$ cat src/rtl/accel_series_wrapper.sv
// accel_series_wrapper: iterates x <= x*V + U for ITER steps, buffering results in a show-ahead FIFO drained over wr_req/wr_ack.
module accel_series_wrapper #(
  parameter int VW = 5,
  parameter int UW = 2,
  parameter int DW = 21,
  parameter int ITER = 8,
  parameter int FIFO_DEPTH = 4
) (
  input  logic          clk,
  input  logic          rst,
  input  logic          start,
  input  logic [UW-1:0] U,
  input  logic [VW-1:0] V,
  input  logic          wr_ack,
  output logic          busy,
  output logic          done,
  output logic          wr_req,
  output logic [DW-1:0] wr_data,
  output logic          overflow
);
  localparam int XW = DW + VW + 1;
  localparam int AW = (FIFO_DEPTH > 1) ? $clog2(FIFO_DEPTH) : 1;
  localparam int FW = $clog2(FIFO_DEPTH + 1);
  localparam int CW = (ITER > 1) ? $clog2(ITER) : 1;
  typedef enum logic [1:0] {IDLE, RUN, DRAIN, DONE} state_t;
  state_t state, state_nx;
  logic [UW-1:0] u_r;
  logic [VW-1:0] v_r;
  logic [DW-1:0] x;
  logic [XW-1:0] x_nx;
  logic [CW-1:0] cnt;
  logic [AW-1:0] wp, rp;
  logic [FW-1:0] fifo_cnt;
  logic [DW-1:0] mem [FIFO_DEPTH];
  logic full, push, pop, last, accept;
  assign x_nx = XW'(x) * XW'(v_r) + XW'(u_r);
  assign full = fifo_cnt == FW'(FIFO_DEPTH);
  assign push = (state == RUN) && !full;
  assign pop = wr_req && wr_ack;
  assign last = cnt == CW'(ITER - 1);
  assign accept = (state == IDLE) && start;
  assign busy = (state == RUN) || (state == DRAIN);
  assign done = state == DONE;
  assign wr_req = fifo_cnt != '0;
  assign wr_data = wr_req ? mem[rp] : '0;
  always_comb begin
    state_nx = state;
    state_nx = accept ? RUN :
               (push && last) ? DRAIN :
               (state == DRAIN && fifo_cnt == '0) ? DONE :
               (state == DONE) ? IDLE : state;
  end
  always_ff @(posedge clk or negedge rst) begin
    if (!rst) begin
      state <= IDLE;
      u_r <= '0;
      v_r <= '0;
      x <= '0;
      cnt <= '0;
      overflow <= 1'b0;
      wp <= '0;
      rp <= '0;
      fifo_cnt <= '0;
    end else begin
      state <= state_nx;
      if (accept) begin
        u_r <= U;
        v_r <= V;
        x <= DW'(U);
        cnt <= '0;
        overflow <= 1'b0;
      end else if (push) begin
        x <= x_nx[DW-1:0];
        cnt <= cnt + CW'(1);
        overflow <= overflow | (|x_nx[XW-1:DW]);
      end
      if (push) wp <= wp + AW'(1);
      if (pop) rp <= rp + AW'(1);
      fifo_cnt <= fifo_cnt + FW'(push) - FW'(pop);
    end
  end
  // Storage needs no reset: wr_data is masked whenever the FIFO is empty.
  always_ff @(posedge clk) begin
    if (push) mem[wp] <= x_nx[DW-1:0];
  end
endmodule

$ cat config.mk
export PLATFORM = sky130hd
export DESIGN_NAME = accel_series_wrapper
export DESIGN_NICKNAME = d
export VERILOG_FILES = /design/src/rtl/accel_series_wrapper.sv
export SDC_FILE = /design/constraint.sdc
export NUM_CORES = 1
export LEC_CHECK = 0
export CORE_MARGIN = 2
export CORE_UTILIZATION = 26
export CTS_CLUSTER_SIZE = 25
export DETAILED_ROUTE_END_ITERATION = 12
export PLACE_DENSITY_LB_ADDON = 0.15
export REMOVE_ABC_BUFFERS = 1
export SLEW_MARGIN = 5
export SYNTH_ARGS = -nofsm -noshare
export SYNTH_HDL_FRONTEND = slang
export SYNTH_SLANG_ARGS = --single-unit
export TNS_END_PERCENT = 10
$ cat constraint.sdc
create_clock -name clk -period 8.3 [get_ports clk]
set_input_delay 1.66 -clock clk [delete_from_list [all_inputs] [get_ports clk]]
set_output_delay 1.66 -clock clk [all_outputs]
set_load 0.01 [all_outputs]
# --- Yosys cells after proc, flatten, opt, wreduce, memory -nomap -nowiden ---
# Memory sizes are Yosys's and may differ from the RTL's.
# Index checks and enable logic that the tools add are counted.
totals:
  ram_bits: 84
  n_memories: 1
  regBits: 41
  in_bits: 11
  elab_cells: 49
  output_inout_bits: 25
op_classes:
  mul: 1
  n_addsub: 6
  n_mux: 13
  n_bitwise: 1
  reduce_logical: 13
  n_eq_ne: 5
mem_list:
  columns: ["memory", "words", "width", "rd", "rd_clocked_by_memory_dff", "wr", "line_no", "rtl"]
  rows:
  - ["mem", 4, 21, 1, 0, 1, "34", "logic [DW-1:0] mem [FIFO_DEPTH];"]
op_table:
  columns: ["operator", "count"]
  rows:
  - ["2-to-1 mux 21 bit", 3]
  - ["adder 26 x 2 -> 27 bit", 1]
  - ["multiplier 21 x 5 -> 26 bit", 1]
  - ["2-to-1 mux 2 bit", 4]
  - ["== test 3 bit, second input constant", 2]
  - ["2-to-1 mux 3 bit", 2]
  - ["OR reduction 6 bit", 1]
  - ["logical AND 1 bit", 5]
  - ["adder 2 x 1 -> 2 bit, second input constant", 2]
  - ["== test 2 bit, second input constant", 2]
  - ["2-to-1 mux 1 bit", 4]
  - ["nonzero test 4 bit", 1]
  - ["adder 3 x 1 -> 3 bit", 1]
  - ["adder 3 x 1 -> 3 bit, second input constant", 1]
  - ["logical NOT 3 bit", 1]
  - ["nonzero test 3 bit", 1]
  - ["subtractor 3 x 1 -> 3 bit", 1]
  - ["== test 2 x 1 -> 1 bit, second input constant", 1]
  - ["logical NOT 2 bit", 1]
  - ["nonzero test 2 bit", 1]
  - ["logical NOT 1 bit", 1]
  - ["logical OR 1 bit", 1]
  - ["OR 1 bit", 1]

# --- Logic depth before layout (Yosys ltp) ---
# Gate-level depths: netlist (run 1).
logic_depth:
  word_depth: 6
  ltp_mapped: 18
  ltp_nobuf: 17

# --- Worst setup path before layout (run 1) ---
# No wires, ideal clock.
synth_timing:
  path_kind: "flip-flop to flip-flop"
  start: "register v_r[4]"
  end: "register overflow"
  setup_slack_ps: 3852
  synth_period_minus_slack_ps: 4448
  required_ps: 8159
  setup_ps: 141
  arrival_ps: 4308
  stages_incl_launch_ff: 18
  path_buffers: 1
  cell_sequence: "dfrtp_1 -> clkbuf_1 -> and2_1 -> fa_1 -> fa_1 -> inv_1 -> fa_1 -> inv_1 -> ha_1 -> a2111oi_2 -> o21ai_1 -> nand4_1 -> o221ai_1 -> a21o_1 -> a221oi_2 -> nand2b_1 -> o211a_1 -> o221ai_1"
synth_via:
  elab_chain_cells: 6
synth_rtl:
  columns: ["item", "line_no", "rtl"]
  rows:
  - ["from (decl)", "28", "logic [VW-1:0] v_r;"]
  - ["from (signal assigned)", "57", "v_r <= '0;"]
  - ["from (signal assigned)", "68", "v_r <= V;"]
  - ["multiplier 21 x 5 -> 26 bit", "36", "assign x_nx = XW'(x) * XW'(v_r) + XW'(u_r);"]
  - ["adder 26 x 2 -> 27 bit", "36", null]
  - ["OR reduction 6 bit", "75", "overflow <= overflow | (|x_nx[XW-1:DW]);"]
  - ["OR 1 bit", "75", null]
  - ["2-to-1 mux 1 bit", "72", "end else if (push) begin"]
  - ["2-to-1 mux 1 bit", "66", "if (accept) begin"]
  - ["to (signal assigned)", "75", null]
  - ["to (decl)", "19", "output logic overflow"]
# Every way passes these cells. The select of a mux whose other input is x is not followed.
# A chain may end at the register's enable or synchronous reset.

# --- Worst setup path in the final report (run 1) ---
layout_timing:
  start: "register v_r[2]"
  end: "register overflow"
# Same word-level chain as after synthesis.

==> results.md, run 1 <==
• 0.0237 — xor and xnor fraction of the mapped netlist area
• sky130_fd_sc_hd__edfxtp_1 — cell type with the highest aggregate area in the netlist
• 0 ns — final setup TNS
• 0 — post-route ant nets
• 66 — number of cell rows
• 0.0179 ns — final clock skew
• 4.35 — via count normalized by instance count
• 0.0342 mm^2 — area enclosed by the die boundary
• 0.263 — Initial Util
• 0 — number of failing setup endpoints in the final timing report
• 0 — ANT cells
• 11.3 um^2 — average instance area after synthesis
• v_r[2] — worst reg2reg startpoint
• 1,244 — count of placed standard cells in the final layout, fillers left out
• 17.2% — Layout area overhead
• 0.599 — final period utilization
• register to register — Critical Setup Path Class
• 0.06 ns — Worst-path clk slew
• 3.33 ns — worst setup slack for register-to-register paths
• 0 — number of warnings printed during yosys synthesis
• 0.0948 — fraction of layout instances using a drive strength above 1
• 19.6 mm — Routed WL
• 4 — H-Tree Level Count
• register — crit path capture type
• 14.1 mm — estimated wirelength of the detail-placed design
• 5.25 ns — data arrival at the endpoint of the critical path
• 42 — pin count of the biggest net entering global routing
• 32.8 mm — wire length of the first global-routing pass
• 4.97 ns — final critical delay including setup and external delays
• register — Critical Path Source Type
• 0 — hold violation count in the final report
• 5,408 — total number of vias
• sky130_fd_sc_hd__edfxtp_1 30%, sky130_fd_sc_hd__fa_1 14%, sky130_fd_sc_hd__dfrtp_1 12% — top post-synthesis cells by area
• 0.328 — ys async rst share
• 0.0579 — share of synthesized area spent on multiplexers
• 0 — number of slew-limit violations in the final report
• 15.7 um — wire length per cell after detailed routing
• 84 — number of enable flip-flop cells after synthesis
• 0 — DRC errors left
• 4 — count of TritonRoute iterations in the first routing pass
• false — RSZ-0062 raised after global routing
• v_r[2] — first element of the critical path
• 0 — hold bufs inserted after CTS
• 755 — gate count of the mapped netlist
• 125 — Sinks on Clock Net
• 0.292 — Max-slew headroom
• 0.486 ns — worst hold-check slack
• 0 — max-cap check violation count
• 185 um — floorplan die width
• 125 — register bit count reported by yosys
• 0.42 ns — insertion delay of the later-clocked pin in the worst-skew pair
• 0 — Post-CTS Resized
• 17 — Inserted Clock Buffers
• 0.296 — area share of the leading cell type in the synthesized netlist
• 0.308 — core occupancy in the finished layout
• 0 — leftover overflow at the end of global routing
• 0.00852 mm^2 — Post-Syn Area
• 339 — starting DRC count in detailed routing
• 2 — number of buffers on the longest clock path
• 5,833 — vias in the first global route
• finished, final reports clean — outcome
• adder cells — main combinational cell family by area after synthesis
• sky130_fd_sc_hd__edfxtp_1 — most common flop cell mapped by yosys
• 35 — PortBufs
• 36 — number of I/O pins
• 8.58 ns — data required time of the critical path
• 0.0324 mm^2 — Floorplan Core Area
• 1,212 — DP Cell Count
• 185 um — Die Y-Extent
• 0 — Post-CTS Setup Bufs
• overflow — Worst setup endpoint
• 22 — critical path peak fanout
• sky130_fd_sc_hd__and2_1 — library cell with the highest instance count after synthesis
• 1.06 ns — measured slew at the worst slew-check pin
• overflow — FF-to-FF End
• 0.125 — overall fraction of global-route tracks in use
• 0.155 — basic-gate share of the synthesized area counting and, or, nand and nor cells
• 0.757 — Final Wtd Congestion
• built — CTS tree
• 909 — fin nets
• 16 — r2r worst-path depth
• 0 — antenna violations before repair
• sky130_fd_sc_hd__clkbuf_16 — CTS root buf
• 106 x sky130_fd_sc_hd__and2_1, 100 x sky130_fd_sc_hd__nand2_1, 84 x sky130_fd_sc_hd__edfxtp_1 — leading cell types by count after synthesis
• 0.0854 — area fraction in compound gates after synthesis
• register to register — Min-Delay Path Class
• 0.211 — adder-cell share of the synthesized area
• 52 — count of different cell masters after synthesis
• 201 MHz — max frequency
• 0.417 — post-synthesis sequential area ratio
logic make-up (layout without fill, tap and decap cells):
group / count (synthesis) / after routing
buffers and inverters: 112 / 159
XOR/XNOR: 23 / 23
multiplexers: 23 / 23
AO/OA/AOI/OAI: 107 / 107
AND/OR/NAND/NOR: 256 / 256
adder cells (fa/ha/maj): 109 / 109
flip-flops: 125 / 125
metrics by stage:
step | area, um^2 | worst slack [ns]
after floorplan | 8400 | 3.87
after global placement | 9370 | 3.33
after detailed placement | 9370 | 3.24
after CTS | 9980 | 3.21
after global routing | 9980 | 2.90
final | 9980 | 3.33
critical path: stages, from the launching register on:
cell	delay, ns
sky130_fd_sc_hd__dfrtp_1	0.73
sky130_fd_sc_hd__and2_1	0.23
sky130_fd_sc_hd__fa_1	0.44
sky130_fd_sc_hd__fa_1	0.54
sky130_fd_sc_hd__inv_1	0.06
sky130_fd_sc_hd__fa_1	0.53
sky130_fd_sc_hd__inv_1	0.04
sky130_fd_sc_hd__ha_1	0.36
sky130_fd_sc_hd__a2111oi_2	0.37
sky130_fd_sc_hd__o21ai_1	0.14
sky130_fd_sc_hd__nand4_1	0.22
sky130_fd_sc_hd__o221ai_1	0.15
sky130_fd_sc_hd__a21o_1	0.25
sky130_fd_sc_hd__a221oi_2	0.31
sky130_fd_sc_hd__nand2b_1	0.18
sky130_fd_sc_hd__o211a_1	0.14
sky130_fd_sc_hd__o221ai_1	0.12
how the worst min path moves through the flow:
stage	slack [ns]	to	cells after the start	startpoint
floorplan	0.45	u_r[0]	2	u_r[0]
global placement	0.47	u_r[0]	2	u_r[0]
detailed placement	0.48	u_r[0]	2	u_r[0]
CTS	0.49	u_r[0]	2	u_r[0]
global route	0.52	u_r[1]	2	u_r[1]
finish	0.49	u_r[0]	2	u_r[0]
layout by cell type, fill, tap and decap left out, types with 4 or more instances in the layout:
cell / n
sky130_fd_sc_hd__o21ai_1: 4
sky130_fd_sc_hd__nand3_1: 6
sky130_fd_sc_hd__a31oi_1: 4
sky130_fd_sc_hd__clkdlybuf4s50_1: 34
sky130_fd_sc_hd__mux4_2: 21
sky130_fd_sc_hd__and3_1: 9
sky130_fd_sc_hd__nor3_1: 4
sky130_fd_sc_hd__nand2_1: 100
sky130_fd_sc_hd__o21ai_0: 14
sky130_fd_sc_hd__nand2b_1: 4
sky130_fd_sc_hd__ha_1: 51
sky130_fd_sc_hd__edfxtp_1: 84
sky130_fd_sc_hd__fa_1: 58
sky130_fd_sc_hd__xnor2_1: 16
sky130_fd_sc_hd__clkinvlp_4: 4
sky130_fd_sc_hd__inv_1: 82
sky130_fd_sc_hd__and2_1: 106
sky130_fd_sc_hd__a21o_1: 15
sky130_fd_sc_hd__clkbuf_16: 17
sky130_fd_sc_hd__inv_6: 4
sky130_fd_sc_hd__a211oi_1: 5
sky130_fd_sc_hd__nor2_1: 14
sky130_fd_sc_hd__dfrtp_1: 41
sky130_fd_sc_hd__buf_4: 10
sky130_fd_sc_hd__xor2_1: 7
sky130_fd_sc_hd__a21oi_1: 35
sky130_fd_sc_hd__nand4_1: 4
metal layers:
metal / up-vias / share of wire / GRT usage
met5: - / 0 / 0
met4: 0 / 0.012 / 0.0330
met3: 14 / 0.021 / 0.0169
met2: 62 / 0.44 / 0.194
met1: 2698 / 0.52 / 0.182
li1: 2634 / - / -
sequential cells by signal, summed over array words and instances (netlist names):
signal    cells
cnt           3
fifo_cnt      3
mem          84
overflow      1
rp            2
state         2
u_r           2
v_r           5
wp            2
x            21
cell type report:
type,count,area (um^2)
sequential,125,3550
tap,442,553
multi-input combinational,518,4540
clock inverter,15,185
fill,3372,22400
clock buffer,17,425
timing repair buffer,45,420
inverter,82,308
Power of run 1 is not shown: default switching activity piles up to over one toggle a cycle in this logic, so the estimate is an artifact.
==> run 2, diff against run 1 <==
==> constraint.sdc (replaced) <==
create_clock -name clk -period 5 [get_ports clk]
set_input_delay 1 -clock clk [delete_from_list [all_inputs] [get_ports clk]]
set_output_delay 1 -clock clk [all_outputs]
set_load 0.01 [all_outputs]
==> run 2 against run 1 <==
Against the previous run: critical path depth increased by 1; critical endpoint unchanged; highest routed layer unchanged; sequential share of layout area fell by 0.19 points; first-iteration DRC count rose by 9.7%; critical path type unchanged; core utilization grew 0.17 points; final cell count grew 0.88%.
==> results.md, run 2 (same netlist as run 1, synthesis figures left out) <==
• finished, final reports clean — outcome
• 17 — Inserted Clock Buffers, unchanged
• 0.54 ns — worst stage delay on the critical path, -0.19 ns
• 0.21 ns — worst setup slack for register-to-register paths, -3.12 ns
• overflow — FF-to-FF End
• register to register — Critical Setup Path Class
• 15.5 um — wire length per cell after detailed routing, -1.7%
• 0.750 — Final Wtd Congestion, -0.93%
• 0.496 ns — worst hold-check slack, +0.00966 ns
• 1.04 ns — measured slew at the worst slew-check pin, -0.0236 ns
• u_r[1] — sink of the worst hold path
• 0 — number of failing setup endpoints in the final timing report, unchanged
• 0 — antenna violations before repair, unchanged
• register — Critical Path Source Type
• 17 — Crit path depth, +1
• 19.4 mm — Routed WL, -0.83%
• 920 — fin nets, +1.2%
• 66 — number of cell rows, unchanged
• 5,864 — vias in the first global route, +0.53%
• 0 — hold bufs inserted after CTS, unchanged
• mem: 84 flops, x: 21 flops, v_r: 5 flops — largest registers
• 0.0342 mm^2 — area enclosed by the die boundary, unchanged
• 17 — r2r worst-path depth, +1
• 0 — hold violation count in the final report, unchanged
• 0.957 — final period utilization, +0.359
• sky130_fd_sc_hd__fa_1 — cell type with the highest occurrence count on the critical path
• sky130_fd_sc_hd__fa_1 — slowest library cell on the worst path
• 5.32 ns — data required time of the critical path, -3.26 ns
• 0.107 — fraction of layout instances using a drive strength above 1, +0.0122
• buf_4 -> and2_1 -> fa_1 -> fa_1 -> inv_1 -> fa_1 -> inv_1 -> ha_1 -> and3_1 -> a31oi_1 -> o21ai_1 -> a41o_2 -> a211oi_1 -> o31ai_1 -> a2111oi_0 -> a31oi_1 -> o221ai_1 — cells along the critical path
• 1,255 — count of placed standard cells in the final layout, fillers left out, +0.88%
• 0 — max-cap check violation count, unchanged
• 14.2 mm — estimated wirelength of the detail-placed design, +1.1%
• 185 um — floorplan die width, unchanged
• 3,352 — final-layout fill cell count, -0.59%
• 372 — starting DRC count in detailed routing, +9.7%
• 125 — Sinks on Clock Net, unchanged
• 8 — critical path peak fanout, -64%
• 0.263 — Initial Util, unchanged
• register — crit path capture type
• register to register — Min-Delay Path Class
• mem — Largest Register
• 36 — number of I/O pins, unchanged
• sky130_fd_sc_hd__and2_1 — leading cell type in the layout, fill and taps excluded
• 4.79 ns — final critical delay including setup and external delays, -0.183 ns
• 0.41 ns — insertion delay of the later-clocked pin in the worst-skew pair, about the same
• 84 — max reg flops, unchanged
• 5,405 — total number of vias, -0.055%
• 0 — leftover overflow at the end of global routing, unchanged
• built — CTS tree
• 0 — Post-CTS Setup Bufs, unchanged
• adder cells — cell family contributing the most delay on the critical path
• 0.0109 ns — final clock skew, -0.00701 ns
• 0.00455 mm^2 — area taken by multi-input logic gates, +0.17%
• sky130_fd_sc_hd__clkbuf_16 — CTS root buf
• 4.31 — via count normalized by instance count, -0.93%
• 2 — number of cells on the worst hold path, unchanged
• 0.308 — Max-slew headroom, +0.0157
• 0.00355 mm^2 — Sequential Area, unchanged
• 32.6 mm — wire length of the first global-routing pass, -0.44%
• 106 x sky130_fd_sc_hd__and2_1, 100 x sky130_fd_sc_hd__nand2_1, 84 x sky130_fd_sc_hd__edfxtp_1 — most used cells in the layout excluding fill and tap cells
• true — RSZ-0062 raised after global routing
• 3 — critical path buffer and inverter count, +1
• 4 — count of TritonRoute iterations in the first routing pass, unchanged
• 0.0324 mm^2 — Floorplan Core Area, unchanged
• 0 — Post-CTS Resized, unchanged
• 4 — H-Tree Level Count, unchanged
• 1,223 — DP Cell Count, +0.91%
• 0 — ANT cells, unchanged
• 0 — post-route ant nets, unchanged
• 0.213 ns — minimum setup slack in the final design, -3.12 ns
• 0.310 — core occupancy in the finished layout, +0.00166
• 42 — pin count of the biggest net entering global routing, unchanged
• 5.10 ns — data arrival at the endpoint of the critical path, -0.15 ns
• v_r[2] — worst reg2reg startpoint
• 2 — number of buffers on the longest clock path, unchanged
• u_r[1] — Hold Path Origin
• 0 — DRC errors left, unchanged
• 0.06 ns — Worst-path clk slew, about the same
• 0.214 ns — worst setup slack after placement, -3.02 ns
• 0.124 — overall fraction of global-route tracks in use, -0.000863
• 17.8% — Layout area overhead
• 35 — PortBufs, unchanged
• 209 MHz — max frequency, +3.8%
• 0 — number of slew-limit violations in the final report, unchanged
• 185 um — Die Y-Extent, unchanged
[run 2: cell types whose count changed in the layout (fill, tap and decap cells not counted), sizes merged]
cell,previous run,this run
buf,11,22
clkinv,3,9
clkinvlp,4,1
inv,87,84
bufinv,3,2
clkbuf,17,18
[run 2: layout make-up]
class / instances / share of cell area
Multi-Input combinational cell: 518 / 0.453
Clock inverter: 14 / 0.0145
Clock buffer: 18 / 0.0428
Sequential cell: 125 / 0.354
Tap cell: 442 / 0.0551
Inverter: 82 / 0.0307
Timing Repair Buffer: 56 / 0.0501
[run 2: tightest hold or removal path, delay by kind of cell (launching register included)]
kind	cells	cell delay, ns
and+or+nand+nor	2	0.11
DFF	1	0.35
[run 2: worst max path at each step]
stage / start / end / slack [ns]
floorplan: v_r[4] / overflow / 0.57
global placement: v_r[2] / overflow / 0.27
detailed placement: v_r[2] / overflow / 0.21
CTS: v_r[2] / overflow / 0.16
global route: v_r[2] / overflow / -0.07
finish: v_r[2] / overflow / 0.21
[run 2: metal layers]
metal / global-route usage / part of all wire / up-vias
met5: 0 / 0 / -
met4: 0.0365 / 0.013 / 0
met3: 0.0173 / 0.025 / 13
met2: 0.197 / 0.45 / 61
met1: 0.175 / 0.51 / 2680
li1: - / - / 2651
[run 2: metrics by stage]
step / cell area, um^2 / TNS [ns]
6_report: 10000 / 0
4_1_cts: 10000 / 0
2_1_floorplan: 8400 / 0
3_3_place_gp: 9450 / 0
3_5_place_dp: 9450 / 0
5_1_grt: 10000 / -0.0698
Power of run 2 is left out for the same reason.
==> run 3, diff against run 2 <==
--- a/config.mk
+++ b/config.mk
@@ -5,7 +5,7 @@
 export SDC_FILE = /design/constraint.sdc
 export NUM_CORES = 1
 export LEC_CHECK = 0
-export CORE_MARGIN = 2
+export CORE_MARGIN = 5
 export CORE_UTILIZATION = 26
 export CTS_CLUSTER_SIZE = 25
 export DETAILED_ROUTE_END_ITERATION = 12
==> constraint.sdc (replaced) <==
create_clock -name clk -period 5.61 [get_ports clk]
set_input_delay 1.122 -clock clk [delete_from_list [all_inputs] [get_ports clk]]
set_output_delay 1.122 -clock clk [all_outputs]
set_load 0.01 [all_outputs]
==> run 3 against run 2 <==
Against the previous run: non-clock buffer count is 10 lower; clock skew is 0.0051 ns higher; final area is 0.31% lower; worst setup slack better by 0.39 ns; flip-flop and latch count stayed put; first-iteration DRC count is 19% lower; critical path depth is 1 lower; core utilization is 0.18 points lower; global-route usage is 0.84 points lower; wire length is 2.0% higher; fmax is 4.3% lower; critical endpoint is now mem[1][13]; largest cell class unchanged; highest routed layer unchanged.
==> results.md, run 3 (same netlist as run 1, synthesis figures left out) <==
• 0 — post-route ant nets, unchanged
• 22 — critical path peak fanout, +14
• 5.74 ns — data required time of the critical path, +0.42 ns
• 0 — max-cap check violation count, unchanged
• 0 — hold violation count in the final report, unchanged
• 0.262 — Initial Util, -0.000669
• 0 — hold bufs inserted after CTS, unchanged
• 0 — leftover overflow at the end of global routing, unchanged
• 17.5% — Layout area overhead
• 36 — number of I/O pins, unchanged
• mem[1][13] — FF-to-FF End
• 0.0325 mm^2 — Floorplan Core Area, +0.26%
• 14.5 mm — estimated wirelength of the detail-placed design, +1.8%
• register — crit path capture type
• sky130_fd_sc_hd__and2_1 — leading cell type in the layout, fill and taps excluded
• u_r[0] — sink of the worst hold path
• 5.13 ns — data arrival at the endpoint of the critical path, +0.03 ns
• 16 — r2r worst-path depth, -1
• 0.892 — final period utilization, -0.0658
• 1.06 ns — measured slew at the worst slew-check pin, +0.0262 ns
• 17 — Inserted Clock Buffers, unchanged
• register to register — Min-Delay Path Class
• mem: 84 flops, x: 21 flops, v_r: 5 flops — largest registers
• 0.0160 ns — final clock skew, +0.00512 ns
• sky130_fd_sc_hd__clkbuf_16 — CTS root buf
• 1,213 — DP Cell Count, -0.82%
• 191 um — floorplan die width, +3.2%
• mem — Largest Register
• register to register — Critical Setup Path Class
• 84 — max reg flops, unchanged
• 4 — count of TritonRoute iterations in the first routing pass, unchanged
• 0 — ANT cells, unchanged
• 0.0365 mm^2 — area enclosed by the die boundary, +6.6%
• 300 — starting DRC count in detailed routing, -19%
• 0.115 — overall fraction of global-route tracks in use, -0.00836
• 0.00355 mm^2 — Sequential Area, unchanged
• 125 — Sinks on Clock Net, unchanged
• 106 x sky130_fd_sc_hd__and2_1, 100 x sky130_fd_sc_hd__nand2_1, 84 x sky130_fd_sc_hd__edfxtp_1 — most used cells in the layout excluding fill and tap cells
• 0.00454 mm^2 — area taken by multi-input logic gates, -0.17%
• 2 — number of cells on the worst hold path, unchanged
• 1,245 — count of placed standard cells in the final layout, fillers left out, -0.80%
• 35 — PortBufs, unchanged
• v_r[3] — worst reg2reg startpoint
• 5,782 — vias in the first global route, -1.4%
• 0.06 ns — Worst-path clk slew, about the same
• 0.291 — Max-slew headroom, -0.0175
• 0.61 ns — worst setup slack for register-to-register paths, +0.39 ns
• 5,382 — total number of vias, -0.43%
• u_r[0] — Hold Path Origin
• 0.0959 — fraction of layout instances using a drive strength above 1, -0.0111
• 42 — pin count of the biggest net entering global routing, unchanged
• 19.8 mm — Routed WL, +2.0%
• 0.42 ns — insertion delay of the later-clocked pin in the worst-skew pair, about the same
• 0.742 — Final Wtd Congestion, -1.1%
• 4 — H-Tree Level Count, unchanged
• 0 — Post-CTS Setup Bufs, unchanged
• 4.32 — via count normalized by instance count, +0.37%
• 5.00 ns — final critical delay including setup and external delays, +0.215 ns
• finished, final reports clean — outcome
• 0 — number of slew-limit violations in the final report, unchanged
• 0 — Post-CTS Resized, unchanged
• register — Critical Path Source Type
• 33.1 mm — wire length of the first global-routing pass, +1.3%
• 0 — DRC errors left, unchanged
• 910 — fin nets, -1.1%
• 66 — number of cell rows, unchanged
• built — CTS tree
• false — RSZ-0062 raised after global routing
• 200 MHz — max frequency, -4.3%
• 0 — number of failing setup endpoints in the final timing report, unchanged
• 2 — number of buffers on the longest clock path, unchanged
• 191 um — Die Y-Extent, +3.2%
• 15.9 um — wire length per cell after detailed routing, +2.9%
• 3,329 — final-layout fill cell count, -0.69%
• 0 — antenna violations before repair, unchanged
• 0 ns — final setup TNS, unchanged
run 3: layout make-up:
cell class,instances,area share
clock inverters,15,0.0200
repair buffers,46,0.0428
flip-flops and latches,125,0.355
well taps,442,0.0553
inverters,82,0.0308
clock buffers,17,0.0425
multi-input cells,518,0.454
run 3: how the worst max path moves through the flow:
stage           start    endpoint  slack [ns]  depth (start not counted)
3_3_place_gp   v_r[3]  mem[1][13]        0.66                         16
5_1_grt        v_r[3]    overflow        0.19                         16
4_1_cts        v_r[2]  mem[1][13]        0.59                         16
3_5_place_dp   v_r[2]  mem[1][13]        0.60                         16
6_report       v_r[3]  mem[1][13]        0.61                         16
2_1_floorplan  v_r[4]    overflow        1.18                         16
run 3: stage by stage:
| step | worst slack, ns | hold WS [ns] | utilization | area [um^2] |
|---|---|---|---|---|
| after floorplan | 1.18 | 0.452 | - | 8400 |
| after global placement | 0.661 | 0.477 | 0.289 | 9380 |
| after detailed placement | 0.601 | 0.480 | 0.289 | 9380 |
| after CTS | 0.588 | 0.495 | 0.308 | 10000 |
| after global routing | 0.194 | 0.538 | 0.308 | 10000 |
| final | 0.608 | 0.488 | 0.308 | 10000 |
run 3: per-layer routing:
layer / wire (um) / GRT usage / vias up
li1: - / - / 2632
met1: 10400 / 0.169 / 2677
met2: 8760 / 0.180 / 65
met3: 490 / 0.0195 / 8
met4: 168 / 0.0251 / 0
met5: 0 / 0 / -
run 3: worst max-delay path: stages (launching register included):
cell	delay [ns]
sky130_fd_sc_hd__dfrtp_1	0.72
sky130_fd_sc_hd__and2_1	0.24
sky130_fd_sc_hd__fa_1	0.45
sky130_fd_sc_hd__fa_1	0.55
sky130_fd_sc_hd__inv_1	0.05
sky130_fd_sc_hd__fa_1	0.53
sky130_fd_sc_hd__inv_1	0.04
sky130_fd_sc_hd__ha_1	0.36
sky130_fd_sc_hd__a2111oi_2	0.37
sky130_fd_sc_hd__o21ai_1	0.13
sky130_fd_sc_hd__nand4_1	0.26
sky130_fd_sc_hd__a21boi_0	0.13
sky130_fd_sc_hd__o21a_1	0.19
sky130_fd_sc_hd__o21a_1	0.19
sky130_fd_sc_hd__o21ai_1	0.22
sky130_fd_sc_hd__nor2b_1	0.19
sky130_fd_sc_hd__xnor2_1	0.12
Power of run 3 is left out for the same reason.
==> patch 1 (flow settings as in run 3) <==
Change the parameter `UW` from 2 to 1.
--- a/src/rtl/accel_series_wrapper.sv
+++ b/src/rtl/accel_series_wrapper.sv
@@ -3,3 +3,3 @@
   parameter int VW = 5,
-  parameter int UW = 2,
+  parameter int UW = 1,
   parameter int DW = 21,
Ports: changed (resized U); port bits go from 36 to 35. The function was not compared with the original's and may differ.
==> patch 1 against run 3 <==
Routed wire length fell by 0.54%. Sequential cell count is 1 lower. Sequential share of layout area up 0.53 points. Synthesized cell count down 1.6%. Via count is 0.85% lower. Non-clock buffer count shrank 2. Area after synthesis shrank 1.5%. Cell area down 2.2%. Setup slack gained 200 ps. Utilization about the same. Largest cell class unchanged. Highest routed layer unchanged.
==> patch 1: results <==
metrics = {
    "route": {
        "drt-wirelength-per-cell_um": 16.5,
        "drtIter0Drc": 244,
        "drt_pass1_iterations": 6,
        "vias_per_cell": 4.47,
    },
    "logic_synthesis": {
        "synth.area.mux_share_pct": 5.88,
        "yosysWarningCount": 0,
        "seq_area_frac_synth_pct": 42.0,
        "post_synth_most_frequent_cells": "sky130_fd_sc_hd__and2_1 (105), sky130_fd_sc_hd__nand2_1 (103), sky130_fd_sc_hd__edfxtp_1 (84), sky130_fd_sc_hd__inv_1 (84), sky130_fd_sc_hd__fa_1 (58)",
        "synth_top_cells_by_area": "sky130_fd_sc_hd__edfxtp_1 (30%), sky130_fd_sc_hd__fa_1 (14%), sky130_fd_sc_hd__dfrtp_1 (12%)",
        "synthXorXnorAreaFrac_pct": 2.51,
        "synth-async-reset-ratio_pct": 32.3,
        "synth_fa_ha_area_share_pct": 21.4,
        "synth_compound_area_share_pct": 7.56,
    },
    "layout": {
        "num-fill-cells": 3250,
        "layout_top_registers": "mem (84), x (21), v_r (5)",
        "layout-drive-gt1-share_pct": 9.58,
        "count_of_nets_after_finishing": 899,
    },
    "pwr": {
        "ir_drop_mv": 0.229,
        "seq_power_share_pct": 31.1,
    },
    "place": {
        "detailedPlacementHpwl_um": 14200,
        "finalWeightedCongestion": 0.738,
        "place_worst_setup_slack_ps": 757,
        "placed_cell_areas_um2": 9200,
        "placement.io_buffers": 34,
    },
    "clocking": {
        "post-cts-setup-buffer-count": 0,
        "clock_insertion_delay_worst_skew_ps": 410,
        "number_of_buffers_between_clock_root_and_the_deepest_sink": 2,
    },
    "grt": {
        "first_global_vias": 5624,
        "grt_antenna_before_repair": 0,
        "grt_pass1_wl_um": 32300,
        "pin_count_of_the_biggest_net_entering_global_routing": 32,
        "gr_util_all_layers_pct": 11.4,
    },
    "sta": {
        "fin_skew_ps": 10.8,
        "measured_slew_at_the_worst_slew_check_pin_ps": 1080,
    },
    "hold_path": {
        "timing.hold.worst.start": "u_r",
    },
    "run_status": {
        "status": "completed",
    },
    "worst_setup_path": {
        "r2r-start": "v_r[4]",
    },
}
==> patch 1: cell types whose count changed in the layout (fill, tap and decap cells not counted), moves of 4 or more <==
cell,run 3,this run
sky130_fd_sc_hd__a211oi_1,5,1
sky130_fd_sc_hd__inv_8,4,0
sky130_fd_sc_hd__o21ai_1,4,0
sky130_fd_sc_hd__a21o_1,15,8
sky130_fd_sc_hd__xor2_1,7,11
sky130_fd_sc_hd__nor2_1,14,23
sky130_fd_sc_hd__o21ai_0,14,18
==> patch 1: final timing paths <==
check | cells after the start | end | slack [ps]
worst min register to register | 2 | u_r | 500
max in group asynchronous | 2 | x[12] | 4210
worst max-delay path | 15 | x[19] | 800
worst max register to register | 15 | x[19] | 800
min in group asynchronous | 1 | overflow | 670
worst min-delay path | 2 | u_r | 500
==> patch 1: kinds of logic after synthesis <==
kind of cell | after synthesis
simple gates | 260
mux | 23
flops | 124
buf+inv | 110
compound gates | 93
fa+ha+maj | 109
xor+xnor | 24
==> patch 1: metrics by stage <==
stage                     hold slack, ps  utilization [%]  instances  power (µW)
after global routing                 532             30.9       1195        7460
final                                501             30.9       1195        6810
after CTS                            504             30.9       1195        6950
after global placement               492             29.0       1163        5840
after detailed placement             488             29.0       1163        5820
after floorplan                      452                -        717        4430
==> patch 1: metal layers <==
metal	track usage [%]	vias to the layer above	wire [µm]
met1	16.3	2699	9890
met2	18.3	62	9150
li1	-	2561	-
met5	0	-	0
met3	1.65	14	494
met4	2.81	0	185
==> patch 1: cell type report <==
class / count / share of cell area (%)
multi-input cells: 509 / 45.5
clock inverters: 13 / 1.44
flip-flops and latches: 124 / 36.0
repair buffers: 44 / 4.19
clock buffers: 19 / 4.53
inverters: 84 / 3.22
well taps: 402 / 5.14
==> patch 2 (flow settings as in run 3) <==
Made on the original files. Re-encode `state_t` (4 states) as one-hot, 4 bits wide.
--- a/src/rtl/accel_series_wrapper.sv
+++ b/src/rtl/accel_series_wrapper.sv
@@ -24,3 +24,3 @@
   localparam int CW = (ITER > 1) ? $clog2(ITER) : 1;
-  typedef enum logic [1:0] {IDLE, RUN, DRAIN, DONE} state_t;
+  typedef enum logic [3:0] {IDLE = 4'b0001, RUN = 4'b0010, DRAIN = 4'b0100, DONE = 4'b1000} state_t;
   state_t state, state_nx;
Formal check against the unedited RTL: same outputs for any inputs over 4 cycles, from zero or initial values and one cycle with rst low; so few cycles prove little.
==> patch 2 against run 3 <==
Die area hardly changed. Count of clock-buffer cells in the layout increased by 1. Setup slack better by 160 ps. Sequential share of layout area increased by 0.79 points. Area after synthesis hardly changed. Routed wire length decreased by 1.2%. Cell area is 0.76% lower. Sequential cell count increased by 2. Highest routed layer unchanged.
==> patch 2: results <==
metrics = {
    "run_status": {
        "status": "completed",
    },
    "worst_setup_path": {
        "worst_r2r_path_depth": 14,
        "crit_start": "v_r[3]",
        "data_arrival_critical_path_ps": 5190,
        "cpMaxStageDelayCell": "sky130_fd_sc_hd__dfrtp_1",
        "worstSetupPathType": "reg2reg",
        "cp_top_family": "adder cells",
        "critical_path_peak_fanout": 22,
        "timing.critical_path.slowest_cell_delay_ps": 730,
        "rr_endpoint": "x[18]",
        "worst-r2r-setup-slack_ps": 770,
    },
    "route": {
        "drtIter0Drc": 286,
        "finalWirelength_um": 19600,
        "vias_per_cell": 4.37,
        "detailroute.via_count": 5286,
    },
    "grt": {
        "grt_antenna_before_repair": 0,
        "first_global_vias": 5598,
        "pin_count_of_the_biggest_net_entering_global_routing": 44,
        "gr_util_all_layers_pct": 11.3,
        "grt_pass1_wl_um": 32100,
    },
    "clocking": {
        "cts.clk_slew.worst_paths_ps": 60,
        "post-cts-setup-buffer-count": 0,
        "clk_root_buffer_cell": "sky130_fd_sc_hd__clkbuf_16",
        "clock_insertion_delay_worst_skew_ps": 410,
        "cts_htree_levels": 4,
        "number_of_buffers_between_clock_root_and_the_deepest_sink": 2,
        "cts_buffers": 17,
    },
    "logic_synthesis": {
        "seq_area_frac_synth_pct": 42.3,
        "post_synth_most_frequent_cells": "sky130_fd_sc_hd__and2_1 (110), sky130_fd_sc_hd__edfxtp_1 (84), sky130_fd_sc_hd__inv_1 (78)",
        "synth_top_cells_by_area": "sky130_fd_sc_hd__edfxtp_1 (30%), sky130_fd_sc_hd__fa_1 (14%), sky130_fd_sc_hd__dfrtp_1 (12%)",
        "syn_area_per_cell_um2": 11.8,
        "yosysWarningCount": 0,
        "ys_types": 60,
        "postSynth.topFlopCell": "sky130_fd_sc_hd__edfxtp_1",
        "synth-async-reset-ratio_pct": 33.9,
        "synth-edff-count": 84,
    },
    "place": {
        "finalWeightedCongestion": 0.770,
        "detailedPlacementHpwl_um": 14700,
        "placed_cell_areas_um2": 9350,
        "placement.io_buffers": 35,
    },
    "layout": {
        "layout_top_registers": "mem (84), x (21), v_r (5)",
        "antenna_cells": 0,
        "num-fill-cells": 3312,
        "largest_reg_flops": 84,
        "count_of_nets_after_finishing": 870,
        "layout-drive-gt1-share_pct": 9.78,
    },
    "run": {
        "max_cap_violations": 0,
    },
    "sta": {
        "timing.max_slew.rel_slack_pct": 46.8,
        "fin_skew_ps": 12.1,
    },
    "pwr": {
        "ir_drop_mv": 0.203,
    },
    "hold_path": {
        "worstHoldPathType": "reg2reg",
    },
}
==> patch 2: cell types whose count changed after synthesis, sizes merged, moves of 4 or more <==
cell and delta:
a22o +22, a21o -7, nand2 -28, nor3 +5, inv -4, ha -4
a21oi -8, a211oi -4, and3 -9, o21ai -8, and2 +4
==> patch 2: where the power goes <==
part | internal [µW] | switching, µW
logic | 932 | 1060
clock network | 688 | 389
registers | 1410 | 309
total | 3030 | 1760
==> patch 2: cells by family (layout without fill, tap and decap cells) <==
kind of cell,after synthesis,count (layout),share of synthesized area (%)
adders and majority gates,105,105,20.6
muxes,23,23,5.81
xor gates and xnor gates,25,25,2.57
and+or+nand+nor,222,222,13.8
DFF,127,127,42.3
AOI/OAI and AO/OA,110,110,9.90
buffers and inverters,112,155,5.03
==> patch 2: per-layer routing <==
| layer | share of wire, % | up-vias | wire length, µm | GRT usage, % |
|---|---|---|---|---|
| met1 | 50 | 2646 | 9800 | 16.1 |
| met5 | 0 | - | 0 | 0 |
| met4 | 2.1 | 0 | 415 | 3.87 |
| met2 | 45 | 65 | 8870 | 17.8 |
| li1 | - | 2558 | - | - |
| met3 | 2.5 | 17 | 495 | 1.59 |
==> patch 2: final cells by class <==
class	count	area [µm²]	area share (%)
Multi-Input combinational cell	485	4480	45.2
Sequential cell	127	3600	36.3
Tap cell	442	553	5.57
Clock buffer	18	429	4.32
Timing Repair Buffer	45	420	4.24
Inverter	78	293	2.95
Clock inverter	14	149	1.50
==> patch 2: worst min-delay path by stage <==
stage / depth (start not counted) / slack, ps / end / from
after floorplan: 2 / 450 / u_r[0] / u_r[0]
after global placement: 2 / 490 / u_r[0] / u_r[0]
after detailed placement: 2 / 480 / u_r[0] / u_r[0]
after CTS: 2 / 500 / u_r[0] / u_r[0]
after global routing: 1 / 530 / cnt[1] / cnt[1]
final: 2 / 490 / u_r[0] / u_r[0]
==> patch 2: per-stage QoR <==
step                utilization [%]  setup slack (ps)
floorplan                         -              1320
global placement               28.8               765
detailed placement             28.8               689
CTS                            30.6               677
global route                   30.6               458
finish                         30.6               769
==> patch 2: tightest hold or removal path: cells and delay by family (launching register included) <==
family | cells | cell delay (ps)
flip-flops | 1 | 350
AND/OR/NAND/NOR | 2 | 110
